===== config.mk =====
export PLATFORM = sky130hd
export DESIGN_NAME = if_stage
export DESIGN_NICKNAME = d
export VERILOG_FILES = /design/src/rtl/if_stage.sv
export SDC_FILE = /design/constraint.sdc
export NUM_CORES = 1
export LEC_CHECK = 0
export BUFFER_PORTS_ARGS = -buffer_cell sky130_fd_sc_hd__clkbuf_2
export CORE_MARGIN = 3
export CORE_UTILIZATION = 55
export CTS_CLUSTER_DIAMETER = 30
export CTS_CLUSTER_SIZE = 30
export DETAILED_ROUTE_END_ITERATION = 6
export PLACE_DENSITY = 0.8
export SLEW_MARGIN = 20
export SYNTH_ARGS = -nofsm -noshare
export SYNTH_HDL_FRONTEND = slang
export SYNTH_SLANG_ARGS = --single-unit

===== constraint.sdc =====
create_clock -name clk -period 6.65 [get_ports clk]
set_input_delay 0.665 -clock clk [delete_from_list [all_inputs] [get_ports clk]]
set_output_delay 0.665 -clock clk [all_outputs]
set_load 0.05 [all_outputs]

===== src/rtl/if_stage.sv =====
// Instruction fetch stage with IF/ID register and one-entry hold buffer.
// Define IF_PERF_EN to add the fetch_count/bubble_count counters.
module if_stage #(
  parameter logic [31:0] RESET_PC = 32'h0000_0000
) (
  input  logic        clk,
  input  logic        reset,
  output logic        imem_req,
  output logic [31:0] imem_addr,
  input  logic        imem_ready,
  input  logic [31:0] imem_rdata,
  input  logic        stall,
  input  logic        branch_taken,
  input  logic [31:0] branch_target,
  input  logic        jump_en,
  input  logic [31:0] jump_target,
  output logic        if_valid,
  output logic [31:0] if_instr,
  output logic [5:0]  if_opcode,
  output logic [31:0] if_pc4
`ifdef IF_PERF_EN
  ,
  output logic [31:0] fetch_count,
  output logic [31:0] bubble_count
`endif
);

  typedef enum logic [1:0] {
    S_BOOT,
    S_REQ,
    S_HOLD,
    S_DRAIN
  } state_t;

  localparam logic [31:0] BOOT_PC = RESET_PC & 32'hFFFF_FFFC;

  state_t      state;
  logic [31:0] pc;
  logic [31:0] req_addr;
  logic [31:0] hold_instr;
  logic [31:0] hold_pc4;

  logic        redir;
  logic [31:0] target;
  logic [31:0] req_pc4;
  logic        load_mem;
  logic        load_buf;
  logic        to_hold;

  assign redir     = branch_taken | jump_en;
  assign target    = (branch_taken ? branch_target : jump_target)
                   & 32'hFFFF_FFFC;
  assign req_pc4   = req_addr + 32'd4;
  assign imem_addr = req_addr;
  assign if_opcode = if_instr[31:26];

  always_comb begin
    load_mem = 1'b0;
    load_buf = 1'b0;
    to_hold  = 1'b0;
    if (state == S_REQ && imem_ready && !redir) begin
      load_mem = !if_valid || !stall;
      to_hold  = if_valid && stall;
    end
    if (state == S_HOLD && !redir && !stall)
      load_buf = 1'b1;
  end

  // IF/ID register: flush beats stall, stall beats drain-to-empty
  always_ff @(posedge clk or posedge reset) begin
    if (reset) begin
      if_valid <= 1'b0;
      if_instr <= 32'h0;
      if_pc4   <= 32'h0;
    end else if (redir) begin
      if_valid <= 1'b0;
    end else if (load_mem) begin
      if_valid <= 1'b1;
      if_instr <= imem_rdata;
      if_pc4   <= req_pc4;
    end else if (load_buf) begin
      if_valid <= 1'b1;
      if_instr <= hold_instr;
      if_pc4   <= hold_pc4;
    end else if (!stall) begin
      if_valid <= 1'b0;
    end
  end

  always_ff @(posedge clk or posedge reset) begin
    if (reset) begin
      state      <= S_BOOT;
      pc         <= BOOT_PC;
      req_addr   <= BOOT_PC;
      imem_req   <= 1'b0;
      hold_instr <= 32'h0;
      hold_pc4   <= 32'h0;
    end else begin
      unique case (state)
        S_BOOT: begin
          state    <= S_REQ;
          imem_req <= 1'b1;
          if (redir) begin
            pc       <= target;
            req_addr <= target;
          end else begin
            req_addr <= pc;
          end
        end
        S_REQ: begin
          if (imem_ready) begin
            if (redir) begin
              pc       <= target;
              req_addr <= target;
            end else if (to_hold) begin
              hold_instr <= imem_rdata;
              hold_pc4   <= req_pc4;
              pc         <= req_pc4;
              state      <= S_HOLD;
              imem_req   <= 1'b0;
            end else begin
              pc       <= req_pc4;
              req_addr <= req_pc4;
            end
          end else if (redir) begin
            // address must stay put until memory answers
            pc    <= target;
            state <= S_DRAIN;
          end
        end
        S_HOLD: begin
          if (redir) begin
            pc       <= target;
            req_addr <= target;
            state    <= S_REQ;
            imem_req <= 1'b1;
          end else if (!stall) begin
            req_addr <= pc;
            state    <= S_REQ;
            imem_req <= 1'b1;
          end
        end
        S_DRAIN: begin
          if (redir)
            pc <= target;
          if (imem_ready) begin
            req_addr <= redir ? target : pc;
            state    <= S_REQ;
          end
        end
        default: begin
          state    <= S_BOOT;
          imem_req <= 1'b0;
        end
      endcase
    end
  end

`ifdef IF_PERF_EN
  always_ff @(posedge clk or posedge reset) begin
    if (reset) begin
      fetch_count  <= 32'h0;
      bubble_count <= 32'h0;
    end else begin
      if (load_mem || load_buf)
        fetch_count <= fetch_count + 32'd1;
      if (!if_valid && !stall)
        bubble_count <= bubble_count + 32'd1;
    end
  end
`endif

endmodule


Word level (Yosys, flattened, before mapping)
Cells that the tools add are included.
Widths: inputs -> output; s select.
Operators by class
  bitwise gates (word level): 2
  muxes and demuxes: 37
  reduce and logical (&&, ||, !) cells: 18
  add/sub/neg operators: 1
  equality and inequality tests: 13
Operator list (count)
  $mux 32: 14
  $pmux 32 s4: 1
  $pmux 32 s2: 1
  $add 32x3->32 const B: 1
  $ne 3x3->1 const B: 5
  $mux 2: 7
  $mux 1: 12
  $reduce_and 5->1: 2
  $ne 2x2->1 const B: 4
  $pmux 2 s4: 1
  $reduce_and 4->1: 2
  $logic_and 1x1->1: 5
  $eq 2x2->1 const B: 2
  $ne 4x1->1 const B: 1
  $logic_not 1->1: 3
  $pmux 1 s3: 1
  $reduce_bool 3->1: 1
  $reduce_or 3->1: 1
  $eq 2x1->1 const B: 1
  $logic_not 2->1: 1
  $reduce_and 2->1: 1
  $reduce_bool 2->1: 1
  $logic_or 1x1->1: 1
  $not 1->1: 1
  $or 1x1->1: 1
Storage, ports and cells
  bits of input ports: 102
  output and inout port bits: 104
  logic and storage cells: 80
  bits in registers: 196

Depth between registers and ports, before layout
Gate-level depths: netlist of run 1.
  depth after elaboration: 8
  depth in mapped cells: 10
  gate-level depth less buffers: 7

Least setup slack after synthesis of run 1
OpenSTA, ideal clock, no wires.
  path type: reg2reg
  start: register req_addr[2], in the netlist imem_addr[2]
  end: register req_addr[18], in the netlist imem_addr[18]
  period minus slack after synthesis: 2607 ps
  path buffers: 0
  required time: 6508 ps
  setup slack: 4043 ps
  library setup time: 142 ps
  cell stages (with the launch flop): 8
  arrival time: 2465 ps
  path through: dfrtp_1 -> ha_1 -> nand3_1 -> nor3_1 -> nand4_1 -> xnor2_1 -> a222oi_1 -> o221ai_1
On the way
  cells in the longest elaborated chain, start to end: 5
Ends and longest elaborated chain
  from (decl): RTL line 39  | logic [31:0] req_addr;
  from (signal assigned): RTL line 105  | req_addr <= target;
  from (signal assigned): RTL line 107  | req_addr <= pc;
  from (signal assigned): RTL line 114  | req_addr <= target;
  $add 32x3->32: RTL line 53  | assign req_pc4 = req_addr + 32'd4;
  $mux 32: RTL line 115  | end else if (to_hold) begin
  $mux 32: RTL line 112  | if (redir) begin
  $mux 32: RTL line 111  | if (imem_ready) begin
  $pmux 32 s4: RTL line 99  | unique case (state)
Every way passes these cells. The select of a mux whose other input is x is not followed.
A chain may end at the register's enable or synchronous reset.

Final worst setup path of run 1
  start: input jump_en
  end: register if_pc4[7]
On the way
  cells in the longest elaborated chain, start to end: 7
  elaborated cells between the ends (all ways): 11
  those cells by class: 3 x mux; 2 x bitwise; 6 x reduce/logical
Ends and longest elaborated chain
  from (decl): RTL line 15  | input logic jump_en,
  $or 1x1->1 (*): RTL line 50  | assign redir = branch_taken | jump_en;
  $logic_not 1->1: RTL line 61, 65
  $logic_and 1x1->1 (2 in series): RTL line 65  | if (state == S_HOLD && !redir && !stall)
  $mux 1: RTL line 65
  $reduce_bool 2->1 (no source line)
  $reduce_and 2->1 (no source line)
  to (signal assigned): RTL line 80  | if_pc4 <= req_pc4;
  to (signal assigned): RTL line 84  | if_pc4 <= hold_pc4;
  to (decl): RTL line 20  | output logic [31:0] if_pc4
Mark *: on every way between the ends. The rest lies on a longest branch, timed or not.

==> impl_metrics.yaml, run 1 <==
logic_synthesis:
  yosysTopAreaCellShare_pct: 50.57
  ys.warnings.count: 0
  synth_common_cells: "nand2_1, dfrtp_1, nor2_1"
  synth_cells: 1064
  ys_types: 59
  yosysMostFrequentCell: "nand2_1"
  synth.net_count: 1167
  syn_area_sq_mm: 0.009698
  synth-seq-cells: 196
  ys_seq_area_share_pct: 50.57
  synthTopCellsByArea: "dfrtp_1, nand2_1, mux2i_1"
  async_flop_share_pct: 100.0
  synth-main-ff-cell: "dfrtp_1"
  synth.largest_area_cell: "dfrtp_1"
  synth_edf_count: 0
  avgSynthCellArea_sq_um: 9.115
pwr:
  total_power_w: 0.003655
  ir_worst_vdd_mv: 0.2163
  p_per_area_mw_per_mm2: 322.4
  p_leak_nw: 5.603
timing:
  timing.final.crit_share_pct: 51.00
  finalMaxSlewViolations: 0
  period_needed_ns: 3.391
  maxSlewHeadroom_pct: 31.60
  rsz0062_at_grt: "no"
  max_freq_mhz: 294.9
  clock-skew-final_ns: 0.01164
  hold_violations: 0
  finalSetupViolations: 0
  setup_tns_ns: 0
  max_slew.worst_pin.slew_ns: 1.017
clock_tree:
  cts_tree: "done"
  htree_levels: 4
  cts_setup_buffers: 0
  cts_hold_buf: 0
  clock_latency_ns: 0.44
  cts.sinks: 196
  cts-resized-gates: 0
  cts_made_buffers: 17
  clkTransAtPathRegs_ns: 0.07
  max-clock-path-buffers: 2
  cts-root-buf: "clkbuf_16"
critical_path:
  worstSetupEndpointType: "flop"
  path_common_cell: "buf_4"
  crit_required_ns: 6.93
  startpoint: "jump_en"
  crit_chain: "clkbuf_2 > nor2_2 > nand3b_1 > buf_4 > buf_4 > mux2i_1 > o21ai_0"
  cp.depth: 7
  r2r-start: "imem_addr[2]"
  endpoint: "if_pc4[7]"
  startpoint_type: "input port"
  reg2regPathDepth: 7
  reg2reg_to: "imem_addr[30]"
  slowest_stage: "nand3b_1"
  critical_path_class: "input port to flop"
  crit_family: "simple AND/OR/NAND/NOR gates"
  arrival_ns: 3.67
  rrSetupSlack_ns: 3.63
  max_stage_delay_ns: 0.78
  critical_path.max_fanout: 34
  crit_buf_inv: 3
die:
  fp-row-count: 47
  initial_utilization_pct: 57.26
  die_h_um: 138.8
  coreArea_sq_mm: 0.01694
  die_area_sq_mm: 0.01926
  io_pins: 206
  die_x_um: 138.8
grt:
  grt_pass1_vias: 8237
  antenna_found_initial: 1
  overflow: 0
  grt_max_degree: 127
  grt_pass1_wl_um: 42800
  grt_use_total_pct: 27.27
route:
  route.vias.total: 8565
  drc_errors: 0
  wl_met1_um: 11250
  dr_wl_met2_um: 12030
  drtAntennaViolNets: 0
  maxUsedRoutingLayer: "met5"
  routedWlPerCell_um: 18.09
  vias_per_cell: 5.919
  drt-initial-drc-count: 616
  dr.pass1.iters: 5
  wirelength_um: 26180
  dr_wl_met3_um: 2280
run:
  maxCapViolations: 0
layout:
  nFillCells: 1360
  drive_gt1_share_pct: 23.15
  num_antenna_cells: 0
  nets: 1317
  area_growth_pct: 16.89
  fin_util_pct: 66.93
placed_design:
  dp_hpwl_um: 17540
  io_buffers: 201
  routabilityCongestion: 0.8742
status:
  outcome: "complete, no violations"
worst_hold_path:
  hold_path_class: "input port to asynchronous set/reset pin"
power breakdown:
group | switching (W) | leakage (nW) | internal [W]
registers | 0.000147 | 2.46 | 0.00137
clock network | 0.000484 | 0.282 | 0.000531
logic | 0.000832 | 2.86 | 0.000293
flip-flops by register name, indices dropped and copies added, names as in the netlist:
name and flops:
if_pc4 32, pc 32, hold_pc4 32, hold_instr 32, state 2, if_instr 32, imem_req 1, imem_addr 32
if_valid 1
layout make-up:
cell class / instances / area (sq um) / area share [%]
Multi-Input combinational cell: 776 / 4433 / 39.11
Sequential cell: 196 / 4905 / 43.27
Timing Repair Buffer: 213 / 1109 / 9.779
Clock buffer: 19 / 432.9 / 3.819
Clock inverter: 13 / 136.4 / 1.203
Tap cell: 220 / 275.3 / 2.428
Inverter: 10 / 45.04 / 0.3974
layout by cell type, fill, tap and decap left out, types with 16 or more instances in the layout:
master     count
o21ai_0       82
nor2_1       104
nor3_1        23
a211oi_1      16
clkbuf_2     201
a21oi_1       87
xnor2_1       16
o22ai_1       20
nand2_1      219
dfrtp_1      196
mux2_2        26
clkbuf_16     17
mux2i_1       53
cells by family after synthesis:
kind of cell | Yosys count | share of synthesized area (%)
adder cells (fa/ha/maj) | 1 | 0.1290
multiplexers | 79 | 8.489
flip-flops | 196 | 50.57
AND/OR/NAND/NOR | 403 | 17.68
AO/OA/AOI/OAI | 264 | 16.32
XOR/XNOR | 29 | 2.696
buffers and inverters | 92 | 4.116
stage by stage:
stage | hold WS (ns) | std cells | instance area [sq um] | worst slack (ns)
4_1_cts | 0.4185 | 1447 | 11340 | 3.302
3_3_place_gp | 0.4570 | 1415 | 10770 | 2.872
6_report | 0.4049 | 1447 | 11340 | 3.259
5_1_grt | 0.4200 | 1447 | 11340 | 3.044
3_5_place_dp | 0.4610 | 1415 | 10770 | 2.856
2_1_floorplan | 0.4450 | 1064 | 9698 | 0.6444
metal layers:
layer  track usage, %  vias to the layer above
met5                0                        -
met4            9.269                        2
met3            6.345                       51
met2            42.57                      413
met1            37.88                     4081
li1                 -                     4018
worst min-delay path by stage:
stage                              start        endpoint  slack (ns)  cells after the start
final                              reset       if_pc4[5]        0.40                      2
after global routing      imem_rdata[28]  hold_instr[28]        0.42                      3
after CTS                 imem_rdata[28]  hold_instr[28]        0.42                      3
after detailed placement  hold_instr[29]  hold_instr[29]        0.46                      2
after global placement    hold_instr[22]  hold_instr[22]        0.46                      2
after floorplan            hold_instr[0]   hold_instr[0]        0.44                      2
(Power assumes the default switching activity.)
==> run 2: changes to the inputs <==
==> constraint.sdc (replaced) <==
create_clock -name clk -period 3.15 [get_ports clk]
set_input_delay 0.315 -clock clk [delete_from_list [all_inputs] [get_ports clk]]
set_output_delay 0.315 -clock clk [all_outputs]
set_load 0.05 [all_outputs]
==> run 2 against run 1 <==
Effect of this change:
- the run now ends with negative hold slack left
- critical path depth stayed put
- setup slack worse by 2.7 ns
- routed wire length is 0.21% lower
- die area stayed put
- critical path type is now flop to flop
- largest cell class unchanged
==> impl_metrics.yaml, run 2 (same netlist as run 1, synthesis figures left out) <==
clock_tree:
  clkTransAtPathRegs_ns: 0.07
  cts_tree: "done"
  cts_setup_buffers: 0
  cts.sinks: 196
  htree_levels: 4
  cts-root-buf: "clkbuf_16"
  clock_latency_ns: 0.44
  cts-resized-gates: 0
  cts_made_buffers: 17
  cts_hold_buf: 0
  max-clock-path-buffers: 2
placed_design:
  post-place-ws_ns: 0.5817
  dp_hpwl_um: 17680
  routabilityCongestion: 0.9012
  place_inst: 1430
  io_buffers: 201
die:
  die_h_um: 138.8
  fp-row-count: 47
  io_pins: 206
  die_x_um: 138.8
  die_area_sq_mm: 0.01926
  initial_utilization_pct: 57.26
  coreArea_sq_mm: 0.01694
status:
  violations: "negative hold slack"
  outcome: "finished, violations left"
timing:
  whs_ns: -0.003215
  fin_ws_ns: 0.5247
  period_needed_ns: 2.625
  setup_tns_ns: 0
  timing.final.crit_share_pct: 83.34
  finalMaxSlewViolations: 0
  finalSetupViolations: 0
  hold_violations: 2
  max_slew.worst_pin.slew_ns: 0.9101
  max_freq_mhz: 380.9
  clock-skew-final_ns: 0.01177
  maxSlewHeadroom_pct: 39.18
  rsz0062_at_grt: "no"
route:
  route.vias.total: 8559
  drc_errors: 0
  dr.pass1.iters: 5
  routedWlPerCell_um: 17.87
  wirelength_um: 26120
  drtAntennaViolNets: 0
  drt-initial-drc-count: 788
  vias_per_cell: 5.854
layout:
  nets: 1332
  drive_gt1_share_pct: 24.07
  layout_commonest_cell: "nand2_1"
  seq_area_sq_mm: 0.004905
  nFillCells: 1350
  finalNonFillerCells: 1462
  final_cell_mix: "nand2_1, clkbuf_2, dfrtp_1"
  num_antenna_cells: 0
  area_growth_pct: 18.28
  multi_input_area_sq_mm: 0.004433
critical_path:
  startpoint_type: "flop"
  r2r-start: "imem_addr[2]"
  reg2regPathDepth: 7
  critical_path_class: "flop to flop"
  arrival_ns: 2.91
  slowest_stage: "dfrtp_1"
  crit_chain: "ha_1 > nand3_1 > nor3_1 > nand4_1 > xnor2_1 > a222oi_1 > o221ai_1"
  crit_required_ns: 3.44
  worstSetupEndpointType: "flop"
  reg2reg_to: "imem_addr[18]"
  critical_path.max_fanout: 10
  rrSetupSlack_ns: 0.52
  max_stage_delay_ns: 0.53
pwr:
  ir_worst_vdd_mv: 0.4286
  p_leak_nw: 5.666
  p_per_area_mw_per_mm2: 665.3
grt:
  grt_pass1_vias: 8123
  grt_pass1_wl_um: 43080
  antenna_found_initial: 1
  grt_use_total_pct: 27.22
  overflow: 0
  grt_max_degree: 75
worst_hold_path:
  hold_path_class: "input port to asynchronous set/reset pin"
run:
  maxCapViolations: 0
==> run 2: cell types whose count changed in the layout (fill, tap and decap cells not counted), sizes merged <==
cell,change
buf,+15
clkinvlp,+5
inv,-5
bufinv,-1
clkbuf,+1
==> run 2: through the flow <==
step	area [sq um]	total power (W)	hold WS, ns	util [%]
2_1_floorplan	9702	0.004988	0.4204	-
3_3_place_gp	10930	0.005582	0.4568	64.51
3_5_place_dp	10930	0.005634	0.4615	64.51
4_1_cts	11470	0.007656	0.01789	67.73
5_1_grt	11470	0.007970	0.03956	67.73
6_report	11470	0.007632	-0.003215	67.73
==> run 2: how the worst max path moves through the flow <==
stage | from | to | slack (ns) | cells past startpoint
2_1_floorplan | reset | hold_instr[0] | 0.30 | 1
3_3_place_gp | imem_addr[2] | pc[28] | 0.62 | 7
3_5_place_dp | imem_addr[2] | pc[28] | 0.58 | 7
4_1_cts | imem_addr[2] | pc[28] | 0.54 | 7
5_1_grt | imem_addr[2] | imem_addr[26] | 0.21 | 7
6_report | imem_addr[2] | imem_addr[18] | 0.52 | 7
==> run 2: power by group <==
part / switching (W) / internal, W
clock: 0.000994 / 0.00105
combinational: 0.00177 / 0.000635
sequential: 0.000299 / 0.00289
==> run 2: layout make-up <==
class / instances / area share [%]
Clock buffer: 20 / 3.894
Multi-Input combinational cell: 776 / 38.65
Sequential cell: 196 / 42.76
Timing Repair Buffer: 228 / 11.08
Tap cell: 220 / 2.400
Clock inverter: 12 / 0.8617
Inverter: 10 / 0.3599
==> run 2: worst max-delay path: cells and delay by family (launching register included) <==
family          cells  cell delay (ns)
fa+ha+maj           1             0.26
flops               1             0.53
simple gates        3             0.89
compound gates      2             0.55
xor+xnor            1             0.25
==> run 2: routing by layer <==
metal	wire, um	vias to the layer above	part of all wire [%]	GRT usage [%]
met5	13	-	0.050	0
met4	520	2	2.0	8.599
met3	2326	48	8.9	5.621
met2	11930	420	46	42.27
met1	11330	4066	43	38.79
li1	-	4023	-	-
==> run 3: changes to the inputs <==
==> constraint.sdc (replaced) <==
create_clock -name clk -period 2.64 [get_ports clk]
set_input_delay 0.264 -clock clk [delete_from_list [all_inputs] [get_ports clk]]
set_output_delay 0.264 -clock clk [all_outputs]
set_load 0.05 [all_outputs]
==> run 3 against run 2 <==
Effect of this change:
- the flow now finishes without violations
- setup slack got worse by 0.29 ns
- register-to-register slack got worse by 0.29 ns
- power rose by 22%
- global-route usage barely moved
- combinational power rose by 20%
- critical path depth did not move
- hold slack improved by 0.040 ns
- largest cell class unchanged
- highest routed layer unchanged
==> impl_metrics.yaml, run 3 (same netlist as run 1, synthesis figures left out) <==
status:
  outcome: "complete, no violations"
layout:
  num_antenna_cells: 0
  final_cell_mix: "nand2_1, clkbuf_2, dfrtp_1"
  drive_gt1_share_pct: 25.00
  nets: 1346
  area_growth_pct: 20.14
  fin_area_sq_mm: 0.01165
  fin_util_pct: 68.79
  layout_commonest_cell: "nand2_1"
critical_path:
  crit_buf_inv: 0
  crit_family: "simple AND/OR/NAND/NOR gates"
  crit_chain: "ha_1 > nand3_1 > nor3_2 > nand4_1 > xnor2_1 > a222oi_1 > o221ai_1"
  critical_path_class: "flop to flop"
  arrival_ns: 2.70
  critical_path.max_fanout: 6
  slowest_stage: "dfrtp_1"
  crit_required_ns: 2.94
  worstSetupEndpointType: "flop"
  reg2regPathDepth: 7
  max_stage_delay_ns: 0.44
  reg2reg_to: "imem_addr[18]"
  rrSetupSlack_ns: 0.24
  r2r-start: "imem_addr[3]"
  startpoint_type: "flop"
die:
  coreArea_sq_mm: 0.01694
  initial_utilization_pct: 57.26
  io_pins: 206
  die_x_um: 138.8
  die_area_sq_mm: 0.01926
  fp-row-count: 47
  die_h_um: 138.8
route:
  route.vias.total: 8709
  routedWlPerCell_um: 17.89
  dr.pass1.iters: 5
  drc_errors: 0
  wirelength_um: 26400
  vias_per_cell: 5.900
  drtAntennaViolNets: 0
  drt-initial-drc-count: 706
timing:
  maxSlewHeadroom_pct: 52.14
  period_needed_ns: 2.402
  max_slew.worst_pin.slew_ns: 0.7179
  max_freq_mhz: 416.3
  clock-skew-final_ns: 0.009841
  rsz0062_at_grt: "no"
  finalSetupViolations: 0
  setup_tns_ns: 0
  fin_ws_ns: 0.2379
  hold_violations: 0
  finalMaxSlewViolations: 0
  timing.final.crit_share_pct: 90.99
grt:
  antenna_found_initial: 1
  grt_pass1_wl_um: 42850
  grt_use_total_pct: 27.27
  overflow: 0
  grt_max_degree: 63
  grt_pass1_vias: 8088
pwr:
  p_per_area_mw_per_mm2: 799.6
  ir_worst_vdd_mv: 0.5052
  p_leak_nw: 5.767
clock_tree:
  htree_levels: 4
  clock_latency_ns: 0.43
  cts_setup_buffers: 0
  cts_tree: "done"
  cts-root-buf: "clkbuf_16"
  clkTransAtPathRegs_ns: 0.07
  max-clock-path-buffers: 2
  cts_made_buffers: 17
  cts.sinks: 196
worst_hold_path:
  hold_depth: 3
  hp-start: "imem_rdata[28]"
  worstHoldEndpoint: "hold_instr[28]"
  hold_path_class: "input port to flop"
placed_design:
  post-place-ws_ns: 0.1759
  io_buffers: 201
  dp_hpwl_um: 18470
  routabilityCongestion: 0.8890
  dpl_cell_area_sq_mm: 0.01105
run:
  maxCapViolations: 0
## run 3: cell count changes in the layout (fill, tap and decap cells not counted), moves of 2 or more
cell,previous run,this run
clkinv_4,3,1
buf_4,22,33
inv_6,3,5
bufinv_16,0,2
buf_12,5,7
## run 3: per-stage QoR
step	power (W)	cells	hold slack (ns)
5_1_grt	0.009739	1476	0.03802
6_report	0.009316	1476	0.03660
2_1_floorplan	0.005951	1064	0.3694
3_5_place_dp	0.006746	1443	0.2952
4_1_cts	0.009361	1476	0.02270
3_3_place_gp	0.006682	1443	0.2933
## run 3: how the worst max path moves through the flow
stage / start / to / slack (ns) / depth (start not counted)
floorplan: reset / hold_instr[0] / -0.16 / 1
global placement: imem_addr[3] / imem_addr[18] / 0.33 / 7
detailed placement: imem_addr[3] / imem_addr[18] / 0.18 / 7
CTS: imem_addr[3] / imem_addr[18] / 0.17 / 7
global route: imem_addr[7] / imem_addr[17] / 0.08 / 6
finish: imem_addr[3] / imem_addr[18] / 0.24 / 7
## run 3: per-layer routing
metal  part of all wire, %  wire length [um]  up-vias  global-route usage (%)
met4                   2.4               636        2                   8.754
met5                 0.049                13        -                       0
met2                    46             12020      422                   42.29
met1                    44             11510     4167                   39.33
li1                      -                 -     4066                       -
met3                   8.4              2225       52                   4.897
## run 3: where the power goes
group / leakage (nW) / total (W) / switching (W) / internal (W)
Clock: 0.281 / 0.00262 / 0.00119 / 0.00144
Combinational: 3.03 / 0.00288 / 0.00211 / 0.000776
Sequential: 2.46 / 0.00381 / 0.000362 / 0.00345
Total: 5.77 / 0.00932 / 0.00366 / 0.00566
## run 3: final cells by class
class / count / area, sq um
clock inverters: 13 / 145.1
repair buffers: 242 / 1404
fillers: 1331 / 5285
inverters: 10 / 41.29
well taps: 220 / 275.3
clock buffers: 19 / 442.9
multi-input cells: 776 / 4438
flip-flops and latches: 196 / 4905
## run 3: repair_timing
item,CTS,global route
resized for setup,0,1
hold buffers,1,0
endpoints found under the hold margin,13,0
endpoints found under the setup margin,0,2
## run 3: worst register-to-register path, stage by stage, from the launching register on
cell      delay (ns)
dfrtp_1         0.44
ha_1            0.22
nand3_1         0.22
nor3_2          0.34
nand4_1         0.26
xnor2_1         0.24
a222oi_1        0.39
o221ai_1        0.15
